<file path="src/rtl/latch_pipe_stage_if.sv">
// Handshake bundle for latch_pipe_stage: upstream valid/ready/data,
// downstream valid/ready/data, pipeline control and the occupancy count.
// The "master" side drives the stage; the "slave" side is the stage itself.
interface latch_pipe_stage_if #(
  parameter int DATA_W = 64
);
  logic              i_valid;
  logic [DATA_W-1:0] i_data;
  logic              o_ready;
  logic              o_valid;
  logic [DATA_W-1:0] o_data;
  logic              i_ready;
  logic              is_stall;
  logic              is_flush;
  logic [1:0]        o_count;

  modport master (
    output i_valid, i_data, i_ready, is_stall, is_flush,
    input  o_ready, o_valid, o_data, o_count
  );

  modport slave (
    input  i_valid, i_data, i_ready, is_stall, is_flush,
    output o_ready, o_valid, o_data, o_count
  );
endinterface

</file>
<file path="src/rtl/latch_pipe_stage.sv">
// latch_pipe_stage: one pipeline register stage between two valid/ready
// handshakes with stall (freeze) and flush (discard) controls.
//  SKID=1: head + skid register. o_ready depends only on state and stall,
//          so there is no combinational path from the downstream i_ready.
//  SKID=0: single head register, o_ready passes downstream readiness through.
// o_valid / o_data / o_count come straight from registers.
module latch_pipe_stage #(
  parameter int              DATA_W    = 64,
  parameter int              SKID      = 1,
  parameter logic [DATA_W-1:0] FLUSH_VAL = {DATA_W{1'b0}}
) (
  input  logic             clk,
  input  logic             rst,
  latch_pipe_stage_if.slave bus
);

  typedef enum logic [1:0] {
    ST_EMPTY = 2'd0,
    ST_ONE   = 2'd1,
    ST_TWO   = 2'd2
  } state_t;

  localparam bit SKID_EN = (SKID != 0);

  state_t            state_r;
  logic [DATA_W-1:0] head_r;
  logic [DATA_W-1:0] skid_r;
  logic              valid_r;
  logic [1:0]        count_r;

  logic              ready_s;
  logic              accept_s;
  logic              emit_s;

  // Upstream readiness: registered-only for the skid variant, pass-through
  // of downstream readiness for the single-entry variant. Flush does not
  // gate it; data offered in a flush cycle is simply dropped.
  generate
    if (SKID_EN) begin : g_ready_skid
      assign ready_s = (state_r != ST_TWO) & ~bus.is_stall;
    end else begin : g_ready_single
      assign ready_s = ~bus.is_stall & (~valid_r | bus.i_ready);
    end
  endgenerate

  // Handshake qualifiers; stall blocks both directions.
  always_comb begin
    accept_s = bus.i_valid & ready_s;
    emit_s   = valid_r & bus.i_ready & ~bus.is_stall;
  end

  // Occupancy state machine with head/skid data movement.
  always_ff @(posedge clk or negedge rst) begin
    if (!rst) begin
      state_r <= ST_EMPTY;
      head_r  <= FLUSH_VAL;
      skid_r  <= FLUSH_VAL;
      valid_r <= 1'b0;
      count_r <= 2'd0;
    end else if (bus.is_flush) begin
      state_r <= ST_EMPTY;
      head_r  <= FLUSH_VAL;
      skid_r  <= FLUSH_VAL;
      valid_r <= 1'b0;
      count_r <= 2'd0;
    end else begin
      case (state_r)
        ST_EMPTY: begin
          if (accept_s) begin
            head_r  <= bus.i_data;
            valid_r <= 1'b1;
            count_r <= 2'd1;
            state_r <= ST_ONE;
          end else begin
            state_r <= ST_EMPTY;
          end
        end
        ST_ONE: begin
          if (accept_s && emit_s) begin
            // Head leaves and is replaced in the same edge.
            head_r  <= bus.i_data;
            state_r <= ST_ONE;
          end else if (accept_s && SKID_EN) begin
            // Downstream did not take the head; park the new entry.
            skid_r  <= bus.i_data;
            count_r <= 2'd2;
            state_r <= ST_TWO;
          end else if (emit_s) begin
            // o_data keeps the last value; only o_valid drops.
            valid_r <= 1'b0;
            count_r <= 2'd0;
            state_r <= ST_EMPTY;
          end else begin
            state_r <= ST_ONE;
          end
        end
        ST_TWO: begin
          if (emit_s) begin
            head_r  <= skid_r;
            skid_r  <= FLUSH_VAL;
            count_r <= 2'd1;
            state_r <= ST_ONE;
          end else begin
            state_r <= ST_TWO;
          end
        end
        default: begin
          state_r <= ST_EMPTY;
          head_r  <= FLUSH_VAL;
          skid_r  <= FLUSH_VAL;
          valid_r <= 1'b0;
          count_r <= 2'd0;
        end
      endcase
    end
  end

  assign bus.o_ready = ready_s;
  assign bus.o_valid = valid_r;
  assign bus.o_data  = head_r;
  assign bus.o_count = count_r;

endmodule

</file>
<file path="src/flat_wrapper.sv">
// flat-port wrapper written by rule: the top's interface ports become plain ports
module latch_pipe_stage_flat 
#(
  parameter int              DATA_W    = 64,
  parameter int              SKID      = 1,
  parameter logic [DATA_W-1:0] FLUSH_VAL = {DATA_W{1'b0}}
)
  (clk, rst, bus_i_valid, bus_i_data, bus_i_ready, bus_is_stall, bus_is_flush, bus_o_ready, bus_o_valid, bus_o_data, bus_o_count);
  latch_pipe_stage_if #(.DATA_W(DATA_W)) bus_i ();
  input  logic clk;
  input  logic rst;
  input wire logic [$bits(bus_i.i_valid)-1:0] bus_i_valid;
  input wire logic [$bits(bus_i.i_data)-1:0] bus_i_data;
  input wire logic [$bits(bus_i.i_ready)-1:0] bus_i_ready;
  input wire logic [$bits(bus_i.is_stall)-1:0] bus_is_stall;
  input wire logic [$bits(bus_i.is_flush)-1:0] bus_is_flush;
  output wire logic [$bits(bus_i.o_ready)-1:0] bus_o_ready;
  output wire logic [$bits(bus_i.o_valid)-1:0] bus_o_valid;
  output wire logic [$bits(bus_i.o_data)-1:0] bus_o_data;
  output wire logic [$bits(bus_i.o_count)-1:0] bus_o_count;
  assign bus_i.i_valid = bus_i_valid;
  assign bus_i.i_data = bus_i_data;
  assign bus_i.i_ready = bus_i_ready;
  assign bus_i.is_stall = bus_is_stall;
  assign bus_i.is_flush = bus_is_flush;
  assign bus_o_ready = bus_i.o_ready;
  assign bus_o_valid = bus_i.o_valid;
  assign bus_o_data = bus_i.o_data;
  assign bus_o_count = bus_i.o_count;
  latch_pipe_stage #(.DATA_W(DATA_W), .SKID(SKID), .FLUSH_VAL(FLUSH_VAL)) u_core (.clk(clk), .rst(rst), .bus(bus_i));
endmodule
</file>
<file path="config.mk">
export PLATFORM = sky130hd
export DESIGN_NAME = latch_pipe_stage_flat
export DESIGN_NICKNAME = d
export VERILOG_FILES = /design/src/rtl/latch_pipe_stage_if.sv /design/src/rtl/latch_pipe_stage.sv /design/src/flat_wrapper.sv
export SDC_FILE = /design/constraint.sdc
export NUM_CORES = 1
export LEC_CHECK = 0
export CAP_MARGIN = 10
export CORE_ASPECT_RATIO = 1.5
export CORE_MARGIN = 4
export CORE_UTILIZATION = 41
export DETAILED_ROUTE_END_ITERATION = 7
export GPL_ROUTABILITY_DRIVEN = 1
export PLACE_DENSITY = 0.66
export REMOVE_ABC_BUFFERS = 1
export SYNTH_ARGS = -nofsm -noshare
export SYNTH_HDL_FRONTEND = slang
export SYNTH_SLANG_ARGS = --single-unit
export TNS_END_PERCENT = 50
</file>
<file path="constraint.sdc">
create_clock -name clk -period 5.28 [get_ports clk]
set_clock_uncertainty 0.1 [all_clocks]
set_input_delay 1.056 -clock clk [delete_from_list [all_inputs] [get_ports clk]]
set_output_delay 1.056 -clock clk [all_outputs]
set_load 0.05 [all_outputs]
</file>
# After elaboration in Yosys (flattened, before gate mapping)
# Cells that the tools add are included.
# W data, S select, Z words.
[op_classes]
eq_ne = 13
mux = 29
bitwise = 5
reduce_logical = 6
[op_table]
columns = ["op", "n"]
rows = [
  ["$mux W64", 7],
  ["$pmux W64 S3", 2],
  ["$mux W2", 10],
  ["$ne A3 B2 Y1 const B", 5],
  ["$pmux W2 S3", 2],
  ["$reduce_and A4 Y1", 2],
  ["$mux W1", 7],
  ["$ne A2 B2 Y1 const B", 3],
  ["$ne A3 B3 Y1 const B", 2],
  ["$reduce_and A5 Y1", 1],
  ["$and A1 B1 Y1", 4],
  ["$ne A4 B2 Y1 const B", 1],
  ["$pmux W1 S3", 1],
  ["$reduce_and A3 Y1", 1],
  ["$eq A2 B1 Y1 const B", 1],
  ["$eq A2 B2 Y1 const B", 1],
  ["$logic_not A2 Y1", 1],
  ["$logic_and A1 B1 Y1", 1],
  ["$not A1 Y1", 1],
]
[totals]
regBits = 133
inputBits = 70
out_inout_bits = 68
wordCells = 58

# Depth between registers and ports, before layout
# Gate-level depths: netlist of the first run.
[depth]
depth_word = 7
ltp_mapped = 8
ltp_nobuf = 7

# Worst setup path before layout of the first run
# OpenSTA, ideal clock, no wires.
[synth_path]
path_kind = "in2out"
startpoint = "input bus_is_stall"
endpoint = "output bus_o_ready"
arrival_ps = 1710
required_ps = 4124
setup_slack_ps = 2414
stages = 1
path_buffers = 0
cell_sequence = "nor2_1"
[synth_between]
elab_chain_cells = 2
[synth_rtl]
columns = ["element", "line", "source"]
rows = [
  ["start: declaration", "flat_wrapper.sv:15", "input wire logic [$bits(bus_i.is_stall)-1:0] bus_is_stall;"],
  ["$not A1 Y1", "latch_pipe_stage.sv:40", "assign ready_s = (state_r != ST_TWO) & ~bus.is_stall;"],
  ["$and A1 B1 Y1", "latch_pipe_stage.sv:40", ""],
  ["end: declaration", "flat_wrapper.sv:17", "output wire logic [$bits(bus_i.o_ready)-1:0] bus_o_ready;"],
]
# No other way between the ends.

# Worst setup path in the final report of the first run
[layout_path]
startpoint = "register u_core.state_r[1]"
endpoint = "output bus_o_ready"
[layout_between]
elab_chain_cells = 2
[layout_rtl]
columns = ["element", "line", "source"]
rows = [
  ["start: declaration", "latch_pipe_stage.sv:25", "state_t state_r;"],
  ["start signal: assignment", "latch_pipe_stage.sv:55", "state_r <= ST_EMPTY;"],
  ["start signal: assignment", "latch_pipe_stage.sv:61", "state_r <= ST_EMPTY;"],
  ["start signal: assignment", "latch_pipe_stage.sv:73", "state_r <= ST_ONE;"],
  ["$ne A2 B2 Y1", "latch_pipe_stage.sv:40", ""],
  ["$and A1 B1 Y1", "latch_pipe_stage.sv:40", ""],
]
# No other way between the ends.

==> metrics.md, run 1 <==
| Metric | Value |
|---|---|
| Outcome | `finished, final reports clean` |
| Crit-path slowest cell | `dfrtp_4` |
| Grt total ovfl | `0` |
| Largest net degree at the start of global routing | `106` |
| Number of diodes | `0` |
| Cells on worst reg2reg path | `7` |
| Worst Max-Slew Pin Slew | `0.999 ns` |
| CP required | `4.12 ns` |
| RD Place Congestion | `0.736` |
| Post-CTS Hold Buffers | `0` |
| Number of global-route vias before repair | `6429` |
| Crit path capture type | `output pin` |
| Yosys top cell area share | `0.402` |
| Worst skew pair latency | `0.43 ns` |
| R2R setup slack | `1.74 ns` |
| Fin crit share | `0.730` |
| Peak VDD IR | `0.204 mV` |
| Asr flop ratio synth | `1.00` |
| Core ar. | `19800 um^2` |
| Crit path max-delay family | `flip-flops` |
| Leak Pwr | `5.20 nW` |
| Initial core utilization | `0.418` |
| Initial antenna violation count | `0` |
| Setup ws final | `1.43 ns` |
| Combined global-route utilization of all metal layers | `0.186` |
| Crit path capture | `bus_o_ready` |
| Netlist Area Pre-Place | `8280 um^2` |
| Die Wd | `124 um` |
| Ys Warns | `0` |
| Top cell type by total area after synthesis | `dfrtp_1` |
| Top Usage Layer GRT | `met2` |
| CP arrival | `2.70 ns` |
| Worst hold path type | `flip-flop to flip-flop` |
| Std-Cell Rows | `63` |
| Detailed Place HPWL | `12200 um` |
| Starting DRT DRC Count | `477` |
| Slew HR | `0.334` |
| FF+latch count, synth | `133` |
| Sequential area share after synthesis | `0.402` |
| Clock sinks | `133` |
| Count of final hold-check violations | `0` |
| Post-Syn Instances | `831` |
| Top FF cell, synth | `dfrtp_1` |
| Final Max Tran Viols | `0` |
| WL/cell | `17.2 um` |
| Syn_area_per_cell | `9.96 um^2` |
| DRC Markers | `0` |
| Root Buffer | `clkbuf_16` |
| Power density cells | `295 nW/um^2` |
| Htree depth | `4` |
| Post-route ant nets | `0` |
| Post-DR vias/cell | `5.32` |
| Final setup fails | `0` |
| Met3 usage | `0.0280` |
| CP cell instances | `nor2b_1, nor2_1, clkdlybuf4s50_1` |
| Crit Path Max Fanout | `105` |
| Unrepaired setup endpoints after global routing | `no` |
| R2r startpoint | `u_core.state_r[1]$_DFF_PN0_` |
| Post-CTS setup buffer count | `0` |
| Number of synthesized flops with an enable pin | `0` |
| Grt met2 use | `0.310` |
| Detailed Route WL | `20500 um` |
| Via count | `6325` |
| Drt pass-1 iters | `4` |
| Post-synthesis cell type count | `38` |
| Port buffer count | `137` |
| First-pass GRT wire length | `33600 um` |
| CTS tree | `built` |
| Startpoint types | `flip-flop` |
| Post-CTS Resized | `0` |
| Met1 Use GR | `0.242` |
| DP Worst Slack | `1.24 ns` |
| R2r endpoint | `u_core.skid_r[19]$_DFFE_PN0P_` |
| Buf/Inv on CP | `1` |
| CP startpoint | `u_core.state_r[1]$_DFF_PN0_` |
| CTS max path bufs | `2` |
| Setup TNS | `0 ns` |
| Post-layout minimum cycle time | `3.85 ns` |
| Die span in y | `182 um` |
| Die ar. | `22600 um^2` |
| Crit-path max cell delay | `1.07 ns` |
| Critical path class | `flip-flop to output pin` |
| Max_cap viols | `0` |
| WP depth | `3` |
| Cts bufs inserted | `17` |
| Worst-path clk slew | `0.06 ns` |
| Area growth syn-to-layout | `23.7%` |
| Main area contributors after synthesis | `dfrtp_1 (40%), mux2i_1 (15%), nor2b_1 (9.8%)` |
| IO Pins | `138` |
| Max Clk Rate | `260 MHz` |
| Layout cells sized above 1 | `0.0613` |
| Nets | `991` |
[placed cells by master, fill, tap and decap left out, types with 2 or more instances in the layout]
master,n
a21oi_1,68
a22oi_1,2
a31oi_1,3
and3b_1,62
buf_12,2
buf_4,10
bufinv_16,5
clkbuf_16,17
clkdlybuf4s50_1,135
clkinv_2,3
clkinv_4,4
dfrtp_1,131
ha_1,3
inv_1,4
inv_2,2
mux2_2,4
mux2i_1,122
nand2_1,2
nand2b_1,65
nand3_1,66
nand3b_1,5
nor2_1,3
nor2b_1,129
o21bai_1,60
o31ai_1,2
or4_1,2
[tightest hold or removal path: stages, from the launching register on]
cell and delay, ns:
dfrtp_1 0.37, nand2b_1 0.07, mux2i_1 0.06
[logic make-up after synthesis]
logic type	Yosys count	share of synthesized area
compound gates	139	0.105
fa+ha+maj	3	0.00454
buf+inv	86	0.0636
flops	133	0.402
mux	126	0.153
simple gates	344	0.271
[where the power goes]
| group | leakage (nW) | internal [mW] | total [mW] | switching (mW) |
|---|---|---|---|---|
| Combinational | 3.08 | 0.249 | 0.570 | 0.321 |
| Sequential | 1.82 | 1.09 | 1.15 | 0.0582 |
| Clock | 0.310 | 0.835 | 1.30 | 0.463 |
[cells in the mapped netlist (2+ instances only)]
cell type,n
nor2b_1,129
a31oi_1,3
ha_1,3
nor2_1,3
buf_4,6
o31ai_1,2
buf_12,7
nand3_1,66
and3b_1,62
inv_1,5
nand2_1,2
a21oi_1,68
mux2i_1,122
a22oi_1,2
o21bai_1,60
mux2_2,4
buf_6,6
clkbuf_1,43
or4_1,2
buf_2,18
nand2b_1,65
dfrtp_1,133
nand3b_1,5
[cell type report]
cell class / instances / area (um^2)
Inverter: 6 / 22.5
Clock inverter: 13 / 208
Fill cell: 1811 / 9540
Multi-Input combinational cell: 612 / 4450
Tap cell: 260 / 325
Clock buffer: 18 / 429
Timing Repair Buffer: 148 / 1480
Sequential cell: 133 / 3330
[stage by stage]
stage / hold WS (ns) / area [um^2] / power (mW) / util / instances
floorplan: 0.428 / 7770 / 1.52 / - / 751
global placement: 0.430 / 9600 / 1.74 / 0.485 / 1159
detailed placement: 0.434 / 9600 / 1.75 / 0.485 / 1159
CTS: 0.445 / 10200 / 3.05 / 0.518 / 1190
global route: 0.456 / 10200 / 3.16 / 0.518 / 1190
finish: 0.440 / 10200 / 3.02 / 0.518 / 1190
[layer usage]
metal | routed length, um | vias up
met2 | 10500 | 123
met1 | 8910 | 3125
met5 | 0 | -
met3 | 633 | 28
met4 | 454 | 0
li1 | - | 3049
[how the worst min path moves through the flow]
stage | endpoint | cells past startpoint | slack, ns | start
detailed placement | u_core.bus.o_data[3]$_DFFE_PN0P_ | 2 | 0.43 | u_core.bus.o_data[3]$_DFFE_PN0P_
floorplan | u_core.skid_r[0]$_DFFE_PN0P_ | 2 | 0.43 | u_core.skid_r[0]$_DFFE_PN0P_
global placement | u_core.bus.o_data[58]$_DFFE_PN0P_ | 2 | 0.43 | u_core.bus.o_data[58]$_DFFE_PN0P_
CTS | u_core.bus.o_data[28]$_DFFE_PN0P_ | 2 | 0.44 | u_core.bus.o_data[28]$_DFFE_PN0P_
global route | u_core.bus.o_data[35]$_DFFE_PN0P_ | 2 | 0.46 | u_core.bus.o_data[35]$_DFFE_PN0P_
finish | u_core.bus.o_data[28]$_DFFE_PN0P_ | 2 | 0.44 | u_core.bus.o_data[28]$_DFFE_PN0P_
[sequential cells by signal (all words and copies together) (netlist names)]
signal / flops
u_core.skid_r: 64
u_core.bus.o_valid: 1
u_core.bus.o_data: 64
u_core.bus.o_count: 2
u_core.state_r: 2
Power figures use the tool's default switching activity.
==> run 2, diff against run 1 <==
==> constraint.sdc (replaced) <==
create_clock -name clk -period 4 [get_ports clk]
set_clock_uncertainty 0.1 [all_clocks]
set_input_delay 0.8 -clock clk [delete_from_list [all_inputs] [get_ports clk]]
set_output_delay 0.8 -clock clk [all_outputs]
set_load 0.05 [all_outputs]
==> metrics.md, run 2 (synthesis results as in run 1) <==
| Metric | Value |
|---|---|
| Leak Pwr | `5.23 nW (was 5.20 nW)` |
| Crit Path Max Fanout | `7 (was 105)` |
| Cts bufs inserted | `17 (unchanged)` |
| DP Cell Count | `1163 (was 1159)` |
| Die span in y | `182 um (unchanged)` |
| Setup TNS | `0 ns (unchanged)` |
| Critical path class | `input pin to output pin (was flip-flop to output pin)` |
| Initial core utilization | `0.418 (unchanged)` |
| Met1 Use GR | `0.225 (was 0.242)` |
| Final std cells w/o fill | `1195 (was 1190)` |
| Finished Cell Area | `10300 um^2 (was 10200 um^2)` |
| Post-layout minimum cycle time | `3.20 ns` |
| CP arrival | `2.30 ns (was 2.70 ns)` |
| Dpl cell area | `9670 um^2 (was 9600 um^2)` |
| Final setup fails | `0 (unchanged)` |
| Max_cap viols | `0 (unchanged)` |
| Die Wd | `124 um (unchanged)` |
| IO Pins | `138 (unchanged)` |
| Met3 usage | `0.0333 (was 0.0280)` |
| Grt total ovfl | `0 (unchanged)` |
| Outcome | `finished, final reports clean (unchanged)` |
| Setup ws final | `0.799 ns (was 1.43 ns)` |
| Top Usage Layer GRT | `met2 (unchanged)` |
| Area growth syn-to-layout | `24.5% (was 23.7%)` |
| Via count | `6247 (was 6325)` |
| Number of global-route vias before repair | `6316 (was 6429)` |
| RD Place Congestion | `0.740 (was 0.736)` |
| Worst skew pair latency | `0.42 ns (was 0.43 ns)` |
| Core Util, Final | `0.521 (was 0.518)` |
| Crit path capture type | `output pin (unchanged)` |
| Combined global-route utilization of all metal layers | `0.178 (was 0.186)` |
| Std-Cell Rows | `63 (unchanged)` |
| Die ar. | `22600 um^2 (unchanged)` |
| Grt met2 use | `0.306 (was 0.310)` |
| Most frequent cells in the layout | `clkdlybuf4s50_1 (135), dfrtp_1 (131), nor2b_1 (129) (unchanged)` |
| Detailed Place HPWL | `11900 um (was 12200 um)` |
| DRC Markers | `0 (unchanged)` |
| CP startpoint | `bus_is_stall (was u_core.state_r[1]$_DFF_PN0_)` |
| CP required | `3.10 ns (was 4.12 ns)` |
| Root Buffer | `clkbuf_16 (unchanged)` |
| Power density cells | `383 nW/um^2 (was 295 nW/um^2)` |
| Startpoint types | `input pin (was flip-flop)` |
| Max Clk Rate | `312 MHz` |
| PnR Total Power | `3.95 mW (was 3.02 mW)` |
| Worst Max-Slew Pin Slew | `0.798 ns (was 0.999 ns)` |
| Post-DR vias/cell | `5.23 (was 5.32)` |
| Htree depth | `4 (unchanged)` |
| Post-CTS Hold Buffers | `0 (unchanged)` |
| Hold slack | `0.247 ns (was 0.440 ns)` |
| Initial antenna violation count | `1 (was 0)` |
| Peak VDD IR | `0.232 mV (was 0.204 mV)` |
| Clock sinks | `133 (unchanged)` |
| Drt pass-1 iters | `6 (was 4)` |
| CTS tree | `built (unchanged)` |
| Detailed Route WL | `19700 um (was 20500 um)` |
| Final Max Tran Viols | `0 (unchanged)` |
| Worst-path clk slew | `0.06 ns (about the same)` |
| Post-route ant nets | `0 (unchanged)` |
| Post-CTS Resized | `0 (unchanged)` |
| Commonest non-fill, non-tap cell in the layout | `clkdlybuf4s50_1 (unchanged)` |
| Nets | `995 (was 991)` |
| Fin crit share | `0.800` |
| Unrepaired setup endpoints after global routing | `no (unchanged)` |
| R2r startpoint | `u_core.state_r[0]$_DFF_PN0_ (was u_core.state_r[1]$_DFF_PN0_)` |
| CTS max path bufs | `2 (unchanged)` |
| Starting DRT DRC Count | `313 (was 477)` |
| First-pass GRT wire length | `32500 um (was 33600 um)` |
| Layout cells sized above 1 | `0.0674 (was 0.0613)` |
| Largest net degree at the start of global routing | `201 (was 106)` |
| Slew HR | `0.468 (was 0.334)` |
| Count of final hold-check violations | `0 (unchanged)` |
| Worst hold path type | `input pin to asynchronous set/reset pin (was flip-flop to flip-flop)` |
| Port buffer count | `137 (unchanged)` |
| Core ar. | `19800 um^2 (unchanged)` |
| DP Worst Slack | `0.532 ns (was 1.24 ns)` |
| Number of diodes | `0 (unchanged)` |
| Post-CTS setup buffer count | `0 (unchanged)` |
| WL/cell | `16.5 um (was 17.2 um)` |
[run 2: cell types whose count changed in the layout (fill, tap and decap cells not counted)]
| cell | delta |
|---|---|
| buf_12 | +3 |
| clkbuf_8 | +2 |
| clkinv_4 | -2 |
| clkinvlp_4 | +2 |
| buf_4 | +1 |
| bufinv_16 | -1 |
| clkbuf_1 | -1 |
| clkinv_2 | +1 |
[run 2: final cells by class]
class / count / area, um^2
multi-input cells: 612 / 4450
fillers: 1851 / 9480
repair buffers: 152 / 1550
well taps: 260 / 325
clock buffers: 19 / 453
clock inverters: 13 / 180
inverters: 6 / 22.5
flip-flops and latches: 133 / 3330
[run 2: power breakdown]
| group | internal (mW) | switching (mW) | total, mW |
|---|---|---|---|
| Clock | 1.07 | 0.608 | 1.68 |
| Combinational | 0.334 | 0.433 | 0.767 |
| Sequential | 1.44 | 0.0606 | 1.50 |
[run 2: critical path: stages]
cell and delay [ns]:
clkdlybuf4s50_1 0.54, nor2_1 0.15, clkdlybuf4s50_1 0.81
[run 2: per-layer routing]
layer,part of all wire,vias up
li1,-,3054
met1,0.45,3072
met2,0.51,98
met3,0.031,21
met4,0.011,2
met5,0.00066,-
[run 2: final timing paths]
kind	to	slack, ns	cells after the start
min	u_core.bus.o_data[59]$_DFFE_PN0P_	0.25	1
max reg2reg	u_core.bus.o_data[17]$_DFFE_PN0P_	1.59	7
min in group clk	u_core.bus.o_data[50]$_DFFE_PN0P_	0.44	2
max	bus_o_ready	0.80	3
max in group asynchronous	u_core.bus.o_data[21]$_DFFE_PN0P_	2.76	2
min reg2reg	u_core.bus.o_data[50]$_DFFE_PN0P_	0.44	2
==> run 3, diff against run 2 <==
--- a/config.mk
+++ b/config.mk
@@ -11,7 +11,7 @@
 export CORE_UTILIZATION = 41
 export DETAILED_ROUTE_END_ITERATION = 7
 export GPL_ROUTABILITY_DRIVEN = 1
-export PLACE_DENSITY = 0.66
+export PLACE_DENSITY = 0.69
 export REMOVE_ABC_BUFFERS = 1
 export SYNTH_ARGS = -nofsm -noshare
 export SYNTH_HDL_FRONTEND = slang
==> constraint.sdc (replaced) <==
create_clock -name clk -period 2.7 [get_ports clk]
set_clock_uncertainty 0.1 [all_clocks]
set_input_delay 0.54 -clock clk [delete_from_list [all_inputs] [get_ports clk]]
set_output_delay 0.54 -clock clk [all_outputs]
set_load 0.05 [all_outputs]
==> metrics.md, run 3 (synthesis results as in run 1) <==
| Metric | Value |
|---|---|
| Outcome | `finished, final reports clean (unchanged)` |
| Port buffer count | `137 (unchanged)` |
| Multi-input logic area | `4450 um^2 (unchanged)` |
| Crit Path Max Fanout | `75 (was 7)` |
| Std-Cell Rows | `63 (unchanged)` |
| Post-layout minimum cycle time | `2.52 ns` |
| Combined global-route utilization of all metal layers | `0.182 (was 0.178)` |
| Crit-path max cell delay | `0.60 ns (was 0.81 ns)` |
| Via count | `6347 (was 6247)` |
| Die ar. | `22600 um^2 (unchanged)` |
| Slew HR | `0.442 (was 0.468)` |
| Post-DR vias/cell | `5.25 (was 5.23)` |
| Count of final hold-check violations | `0 (unchanged)` |
| Commonest non-fill, non-tap cell in the layout | `clkdlybuf4s50_1 (unchanged)` |
| Metal3 WL | `618 um (was 601 um)` |
| Worst skew pair latency | `0.42 ns (about the same)` |
| Psw | `1.65 mW (was 1.10 mW)` |
| Worst hold path type | `input pin to flip-flop (was input pin to asynchronous set/reset pin)` |
| CTS max path bufs | `2 (unchanged)` |
| Power density cells | `560 nW/um^2 (was 383 nW/um^2)` |
| Initial core utilization | `0.418 (unchanged)` |
| Detailed Route WL | `20200 um (was 19700 um)` |
| Layout cells sized above 1 | `0.0811 (was 0.0674)` |
| Worst-path clk slew | `0.06 ns (about the same)` |
| Post-route ant nets | `0 (unchanged)` |
| Initial antenna violation count | `0 (was 1)` |
| Grt total ovfl | `0 (unchanged)` |
| Crit path capture type | `output pin (unchanged)` |
| Peak VDD IR | `0.371 mV (was 0.232 mV)` |
| Startpoint types | `flip-flop (was input pin)` |
| IO Pins | `138 (unchanged)` |
| Cts bufs inserted | `17 (unchanged)` |
| Setup TNS | `0 ns (unchanged)` |
| Fin crit share | `0.934` |
| Critical path class | `flip-flop to output pin (was input pin to output pin)` |
| Most frequent cells in the layout | `clkdlybuf4s50_1 (134), dfrtp_1 (131), nor2b_1 (129) (was clkdlybuf4s50_1 (135), dfrtp_1 (131), nor2b_1 (129))` |
| FF/Latch Area | `3330 um^2 (unchanged)` |
| Combinational cell fraction of total power | `0.201 (was 0.194)` |
| Switch share | `0.281 (was 0.279)` |
| CP arrival | `1.88 ns (was 2.30 ns)` |
| Critical path's most frequent cell | `buf_4 (was clkdlybuf4s50_1)` |
| Starting DRT DRC Count | `415 (was 313)` |
| Leak Pwr | `5.35 nW (was 5.23 nW)` |
| Drt pass-1 iters | `4 (was 6)` |
| Htree depth | `4 (unchanged)` |
| Crit-path slowest cell | `buf_4 (was clkdlybuf4s50_1)` |
| Post-Route M1 WL | `8700 um (was 8850 um)` |
| Dpl cell area | `9880 um^2 (was 9670 um^2)` |
| Die Wd | `124 um (unchanged)` |
| Max Clk Rate | `396 MHz` |
| First-pass GRT wire length | `33200 um (was 32500 um)` |
| Clock network power share | `0.421 (was 0.426)` |
| Sequential power share | `0.378 (was 0.380)` |
| Top routing layer in use | `met4 (was met5)` |
| Finished Cell Area | `10500 um^2 (was 10300 um^2)` |
| Nets | `1011 (was 995)` |
| Unrepaired setup endpoints after global routing | `no (unchanged)` |
| DRC Markers | `0 (unchanged)` |
| CTS tree | `built (unchanged)` |
| DP Worst Slack | `-0.0396 ns (was 0.532 ns)` |
| CP required | `2.06 ns (was 3.10 ns)` |
| RD Place Congestion | `0.743 (was 0.740)` |
| Die span in y | `182 um (unchanged)` |
| Filler cells | `1802 (was 1851)` |
| Core ar. | `19800 um^2 (unchanged)` |
| Max_cap viols | `0 (unchanged)` |
| Clock sinks | `133 (unchanged)` |
| Setup ws final | `0.178 ns (was 0.799 ns)` |
| Final Max Tran Viols | `0 (unchanged)` |
| Worst Max-Slew Pin Slew | `0.837 ns (was 0.798 ns)` |
| Number of diodes | `0 (unchanged)` |
| Largest net degree at the start of global routing | `188 (was 201)` |
| Internal power | `4.23 mW (was 2.85 mW)` |
| CP cell instances | `buf_4, nor2b_1, nor2_1, buf_4 (was clkdlybuf4s50_1, nor2_1, clkdlybuf4s50_1)` |
| Area growth syn-to-layout | `27.0% (was 24.5%)` |
| DR WL met2 | `10500 um (was 10000 um)` |
| Root Buffer | `clkbuf_16 (unchanged)` |
| Number of global-route vias before repair | `6479 (was 6316)` |
| Final setup fails | `0 (unchanged)` |
| WL/cell | `16.7 um (was 16.5 um)` |
| Hold slack | `0.378 ns (was 0.247 ns)` |
| Detailed Place HPWL | `12400 um (was 11900 um)` |
-- run 3: cell type report --
class	count	share of cell area
clock inverters	12	0.0171
flip-flops and latches	133	0.317
inverters	6	0.00214
multi-input cells	612	0.423
well taps	260	0.0309
repair buffers	168	0.168
clock buffers	19	0.0421
-- run 3: path summary, 6_finish.rpt --
check                                             startpoint                                 to  slack (ns)  depth (start not counted)
setup reg to reg                 u_core.state_r[1]$_DFF_PN0_      u_core.skid_r[58]$_DFFE_PN0P_        0.45                          7
max in group asynchronous                                rst  u_core.bus.o_data[57]$_DFFE_PN0P_        1.25                          3
min in group asynchronous                                rst      u_core.skid_r[30]$_DFFE_PN0P_        0.56                          2
hold reg to reg            u_core.bus.o_data[39]$_DFFE_PN0P_  u_core.bus.o_data[39]$_DFFE_PN0P_        0.44                          2
setup / recovery                 u_core.state_r[0]$_DFF_PN0_                        bus_o_ready        0.18                          4
hold / removal                                  bus_is_flush       u_core.skid_r[0]$_DFFE_PN0P_        0.38                          2
-- run 3: worst max-delay path: cells and delay by family, from the launching register on --
| family | cells | cell delay [ns] |
|---|---|---|
| buffers and inverters | 2 | 0.82 |
| flip-flops | 1 | 0.35 |
| AND/OR/NAND/NOR | 2 | 0.29 |
-- run 3: routing by layer --
layer | global-route usage | up-vias
li1 | - | 3092
met1 | 0.231 | 3130
met2 | 0.316 | 107
met3 | 0.0234 | 18
met4 | 0.0579 | 0
met5 | 0 | -
-- run 3: power groups by stage --
stage | registers, mW | logic (mW) | clock network [mW]
6_report | 2.23 | 1.18 | 2.48
2_1_floorplan | 2.48 | 0.484 | 0
3_3_place_gp | 2.26 | 1.18 | 0
3_5_place_dp | 2.26 | 1.19 | 0
4_1_cts | 2.23 | 1.20 | 2.53
5_1_grt | 2.25 | 1.28 | 2.62
-- run 3: through the flow --
| step | utilization | cells | total power [mW] |
|---|---|---|---|
| floorplan | - | 751 | 2.97 |
| CTS | 0.531 | 1210 | 5.95 |
| global placement | 0.499 | 1178 | 3.44 |
| global route | 0.531 | 1210 | 6.15 |
| detailed placement | 0.499 | 1178 | 3.46 |
| finish | 0.531 | 1210 | 5.89 |
-- run 3: repair_timing --
action / in CTS / in global routing
setup endpoints to repair: 0 / 0
buffers inserted: 0 / 0
endpoints found under the hold margin: 2 / 0
resized for setup: 0 / 0
hold buffers: 1 / 0
